### src/rtl/dpa_share_encoder.sv
// dpa_share_encoder
//   Splits a plaintext word into NUMBER_OF_SHARES Boolean shares whose XOR is
//   the plaintext. Shares 1..N-1 are fresh mask bits collected from an
//   external RNG. Share 0 is the plaintext XOR all the mask shares. The data
//   register and the mask buffer are cleared after every encode. q is cleared
//   after every output handshake.
//
// Ports
//   clock, reset_n        rising-edge clock, asynchronous active-low reset
//   in_data/valid/ready   plaintext word input handshake
//   rnd_data/valid/ready  RNG beat input handshake (RNG_WIDTH bits per beat)
//   q/out_valid/out_ready shares out; share s is q[s*DATA_WIDTH +: DATA_WIDTH]
//
// Build option
//   DPA_ENCODER_PREFETCH_EN: masks are gathered ahead of time, after reset and
//   after each output handshake. A word is then accepted in READY and goes
//   straight to ENCODE. When the macro is undefined, masks are gathered only
//   after a word has been accepted.
module dpa_share_encoder #(
  parameter int NUMBER_OF_SHARES = 3,
  parameter int DATA_WIDTH       = 8,
  parameter int RNG_WIDTH        = 8
) (
  input  logic                                   clock,
  input  logic                                   reset_n,
  input  logic [DATA_WIDTH-1:0]                  in_data,
  input  logic                                   in_valid,
  output logic                                   in_ready,
  input  logic [RNG_WIDTH-1:0]                   rnd_data,
  input  logic                                   rnd_valid,
  output logic                                   rnd_ready,
  output logic [NUMBER_OF_SHARES*DATA_WIDTH-1:0] q,
  output logic                                   out_valid,
  input  logic                                   out_ready
);

  localparam int          MASK_BITS = (NUMBER_OF_SHARES - 1) * DATA_WIDTH;
  localparam int          BEATS     = (MASK_BITS > 0) ?
                                      (MASK_BITS + RNG_WIDTH - 1) / RNG_WIDTH : 0;
  // The mask buffer keeps at least one share of width so that the
  // single-share build still elaborates cleanly.
  localparam int          MASK_W    = (MASK_BITS > 0) ? MASK_BITS : DATA_WIDTH;
  localparam int          CNT_W     = (BEATS > 1) ? $clog2(BEATS) : 1;
  localparam int          Q_W       = NUMBER_OF_SHARES * DATA_WIDTH;
  localparam int unsigned NS        = NUMBER_OF_SHARES;
  localparam logic [CNT_W-1:0] LAST_BEAT = CNT_W'((BEATS > 0) ? BEATS - 1 : 0);

  typedef enum logic [2:0] {
    ST_IDLE,
    ST_GATHER,
    ST_ENCODE,
    ST_OUTPUT,
    ST_PREFETCH,
    ST_READY
  } state_t;

`ifdef DPA_ENCODER_PREFETCH_EN
  localparam state_t RESET_ST = ST_PREFETCH;
  localparam state_t AFTER_OUT = ST_PREFETCH;
`else
  localparam state_t RESET_ST = ST_IDLE;
  localparam state_t AFTER_OUT = ST_IDLE;
`endif

  state_t                state_q, state_d;
  logic [DATA_WIDTH-1:0] data_q,  data_d;
  logic [MASK_W-1:0]     mask_q,  mask_d;
  logic [CNT_W-1:0]      beat_q,  beat_d;
  logic [Q_W-1:0]        q_q,     q_d;

  logic [MASK_W-1:0]     beat_ext;
  logic [DATA_WIDTH-1:0] share0;

  always_ff @(posedge clock or negedge reset_n) begin
    if (!reset_n) begin
      state_q <= RESET_ST;
      data_q  <= '0;
      mask_q  <= '0;
      beat_q  <= '0;
      q_q     <= '0;
    end else begin
      state_q <= state_d;
      data_q  <= data_d;
      mask_q  <= mask_d;
      beat_q  <= beat_d;
      q_q     <= q_d;
    end
  end

  always_comb begin
    state_d  = state_q;
    data_d   = data_q;
    mask_d   = mask_q;
    beat_d   = beat_q;
    q_d      = q_q;
    share0   = data_q;
    // The beat is placed at its LSB-first slot. Shifting inside a
    // MASK_W-wide vector drops the bits of the last beat that fall beyond
    // MASK_BITS. The buffer is all-zero between words, so OR is enough to
    // merge the beat in.
    beat_ext = MASK_W'(rnd_data) << (int'(beat_q) * RNG_WIDTH);

    case (state_q)
      ST_IDLE: begin
        if (in_valid) begin
          data_d  = in_data;
          beat_d  = '0;
          state_d = (BEATS == 0) ? ST_ENCODE : ST_GATHER;
        end
      end
      ST_GATHER: begin
        if (rnd_valid) begin
          mask_d = mask_q | beat_ext;
          beat_d = beat_q + 1'b1;
          if (beat_q == LAST_BEAT) state_d = ST_ENCODE;
        end
      end
      ST_ENCODE: begin
        for (int unsigned s = 1; s < NS; s++) begin
          q_d[s*DATA_WIDTH +: DATA_WIDTH] = mask_q[(s-1)*DATA_WIDTH +: DATA_WIDTH];
          share0 = share0 ^ mask_q[(s-1)*DATA_WIDTH +: DATA_WIDTH];
        end
        q_d[DATA_WIDTH-1:0] = share0;
        data_d  = '0;
        mask_d  = '0;
        state_d = ST_OUTPUT;
      end
      ST_OUTPUT: begin
        if (out_ready) begin
          q_d     = '0;
          beat_d  = '0;
          state_d = AFTER_OUT;
        end
      end
`ifdef DPA_ENCODER_PREFETCH_EN
      ST_PREFETCH: begin
        if (BEATS == 0) begin
          state_d = ST_READY;
        end else if (rnd_valid) begin
          mask_d = mask_q | beat_ext;
          beat_d = beat_q + 1'b1;
          if (beat_q == LAST_BEAT) state_d = ST_READY;
        end
      end
      ST_READY: begin
        if (in_valid) begin
          data_d  = in_data;
          state_d = ST_ENCODE;
        end
      end
`endif
      default: state_d = RESET_ST;
    endcase
  end

  // Handshake outputs are decoded from state only.
  always_comb begin
    in_ready  = (state_q == ST_IDLE);
    rnd_ready = (state_q == ST_GATHER);
`ifdef DPA_ENCODER_PREFETCH_EN
    in_ready  = in_ready  || (state_q == ST_READY);
    rnd_ready = rnd_ready || ((state_q == ST_PREFETCH) && (BEATS != 0));
`endif
    out_valid = (state_q == ST_OUTPUT);
    q         = q_q;
  end

endmodule

### config.mk
export PLATFORM = sky130hd
export DESIGN_NAME = dpa_share_encoder
export DESIGN_NICKNAME = d
export VERILOG_FILES = /design/src/rtl/dpa_share_encoder.sv
export SDC_FILE = /design/constraint.sdc
export NUM_CORES = 1
export LEC_CHECK = 0
export ABC_AREA = 0
export CAP_MARGIN = 15
export CORE_MARGIN = 2
export CORE_UTILIZATION = 50
export DETAILED_ROUTE_END_ITERATION = 16
export GPL_TIMING_DRIVEN = 0
export PLACE_DENSITY_LB_ADDON = 0.25
export SETUP_SLACK_MARGIN = 0.15
export SYNTH_ARGS = -nofsm -noshare
export SYNTH_HDL_FRONTEND = slang
export SYNTH_SLANG_ARGS = --single-unit
export TNS_END_PERCENT = 30
### constraint.sdc
create_clock -name clock -period 2.05 [get_ports clock]
set_input_delay 0.205 -clock clock [delete_from_list [all_inputs] [get_ports clock]]
set_output_delay 0.205 -clock clock [all_outputs]
set_load 0.02 [all_outputs]
==> reports/qor.yml <==
grt_first_pass_wirelength_um: 7930
p_per_area_mw_per_mm2: 1410
worstMarginPinSlew_ps: 598
ys_async_sr_fraction_pct: 100
cts_buffer_depth: 2
critical_path_end_type: "primary output"
design_area_mm2: 0.00291
die_area_mm2: 0.00503
finalCriticalPeriod_ps: 1900
ctsRootBufferMaster: "clkbuf_8"
cap_viol_max_count: 0
critPathRequiredTime_ps: 1850
report.final.slew_viol_count: 0
synth_fp_nets: 217
post_drt_wl_per_cell_um: 15.4
nNetsFinal: 273
placed_cell_area_mm2: 0.00279
clkSlewWorstSetupHoldPaths_ps: 80
globalplace.congestion: 0.805
synth_top_cells_by_count: "dfrtp_1 (51), nand2_1 (21), nor2_1 (17)"
timing_hold_violations_final: 0
placement.io_buffers: 47
total_placed_cells_including_tap_cells: 289
detailroute.via_count: 1567
tritoncts.num_buffers: 5
worst_slew_margin_rel_pct: 59.0
synth.avg_cell_area_um2: 11.9
chipHeight_um: 70.9
rr_endpoint: "q[15]"
initial_core_util_pct: 51.8
timing.setup.critical_path_class: "flip-flop to primary output"
initial_antenna_violation_count: 0
yosysSeqAreaShare_pct: 57.0
groute.usage.overall_pct: 20.3
detail_route.iter0.violations: 87
chipWidth_um: 70.9
initial_drt_pass_iterations: 4
final.setup_skew_ps: 4.08
cp.arrival_ps: 1700
syn2layout_area_growth_pct: 29.9
insertion_delay_of_the_later_clocked_pin_in_the_worst_skew_pair_ps: 300
numClockSinks: 51
yosysTopAreaCellShare_pct: 57.0
routed_via_density: 5.28
synth_most_common_cell: "dfrtp_1"
floorplan.rows: 24
outcome: "complete, no violations"
synth_top_cell_by_area: "dfrtp_1"
ys_ff_latch: 51
netlist_area_mm2: 0.00224
io_pins: 48
final_cells: 297
yosysWarningCount: 0
worst_ir_drop_vdd_mv: 0.817
setup_violations: 0
max_freq_mhz: 525
worstHoldPathType: "primary input to asynchronous set/reset pin"
half_perimeter_wire_length_of_the_detailed_placement_result_um: 3420
number_of_distinct_library_cell_variants_in_the_gate_level_netlist_after_synthesis: 31
netlist_instances: 189
tritoncts_clock_tree: "built"
grt_remaining_overflow: 0
cts-htree-levels: 2
layout-drive-gt1-share_pct: 11.4
placeable_core_region_mm2: 0.00432
synth_enable_flop_cells: 0
unrepaired_setup_endpoints_after_global_routing: "true"
ys_top_cells_by_area: "dfrtp_1 (57%), a22o_1 (6.3%), xnor2_1 (6.3%)"
power.leakage_uw: 0.00138
routed_wirelength_um: 4570
r2r-start: "state_q[0]"
remaining_drcs: 0
critPathLaunchType: "flip-flop"
antenna_cells: 0
grt_start_max_net_pins: 28
ys.flop_type: "dfrtp_1"
cp_max_fo: 5
fin_crit_sh_pct: 92.9
reg2reg_depth: 6
antenna_left: 0
reg2reg_setup_slack_ps: 230
first_global_vias: 1599
[kinds of logic after synthesis]
logic type | Yosys count | share of synthesized area [%]
xor+xnor | 16 | 6.25
mux | 5 | 2.51
buf+inv | 12 | 3.07
simple gates | 57 | 13.6
fa+ha+maj | 7 | 3.91
flops | 51 | 57.0
compound gates | 41 | 13.7
[sequential cells by signal, indices dropped and copies added, names as in the netlist]
signal	count
q	24
mask_q	16
data_q	8
state_q	2
beat_q	1
[worst max path at each step]
stage,start,endpoint
2_1_floorplan,state_q[0],beat_q
3_3_place_gp,reset_n,q[11]
3_5_place_dp,state_q[0],beat_q
4_1_cts,state_q[1],rnd_ready
5_1_grt,state_q[0],q[15]
6_report,state_q[0],out_valid
[cells in the final DEF (no fill, tap or decap), types with 2 or more instances in the layout]
cell type and n:
xnor2_1 16, a22o_2 5, a22o_1 16, mux2_1 2, buf_2 5, clkbuf_8 5
dfrtp_1 51, clkdlybuf4s50_1 44, nand3b_1 9, nand2_1 21, a21oi_1 16, inv_1 4
ha_1 7, clkbuf_1 2, nor2_1 17, mux2i_1 2, buf_6 2
[metrics by stage]
stage	setup WS (ps)	utilization (%)	total power, uW	hold slack [ps]	setup TNS (ps)
detailed placement	242	64.6	3480	230	0
global route	71.6	67.3	4390	487	0
finish	145	67.3	4110	431	0
floorplan	365	-	2770	-90.6	0
CTS	98.9	67.1	4140	447	0
global placement	-663	64.2	3430	449	-33700
[where the power goes]
part / total (uW) / leakage [uW] / switching, uW / internal [uW]
combinational: 1940 / 0.000638 / 999 / 940
clock: 665 / 0.0000513 / 307 / 358
sequential: 1510 / 0.000690 / 221 / 1290
total: 4110 / 0.00138 / 1530 / 2590
[critical path, cell delays in order (launching register included)]
cell and delay (ps):
dfrtp_1 440, ha_1 310, clkdlybuf4s50_1 650
[repair_timing]
item                                    in CTS  in global routing
endpoints found under the setup margin       3                 14
resized for setup                            1                  2
hold buffers                                 1                  0
buffers inserted                             0                  0
hold endpoints to repair                    24                  0
[cell type report]
type | instances | area, um2
clock buffer | 6 | 72.6
fill | 355 | 1410
clock inverter | 1 | 30.0
sequential | 51 | 1280
tap | 52 | 65.1
timing repair buffer | 49 | 497
buffer | 8 | 53.8
inverter | 4 | 15.0
multi-input combinational | 126 | 902
[layer usage]
metal / global-route usage, % / vias up / part of all wire, %
li1: - / 761 / -
met1: 28.4 / 748 / 46
met2: 32.6 / 53 / 48
met3: 3.99 / 5 / 4.9
met4: 6.08 / 0 / 1.1
met5: 0 / - / 0
(Power assumes the default switching activity.)
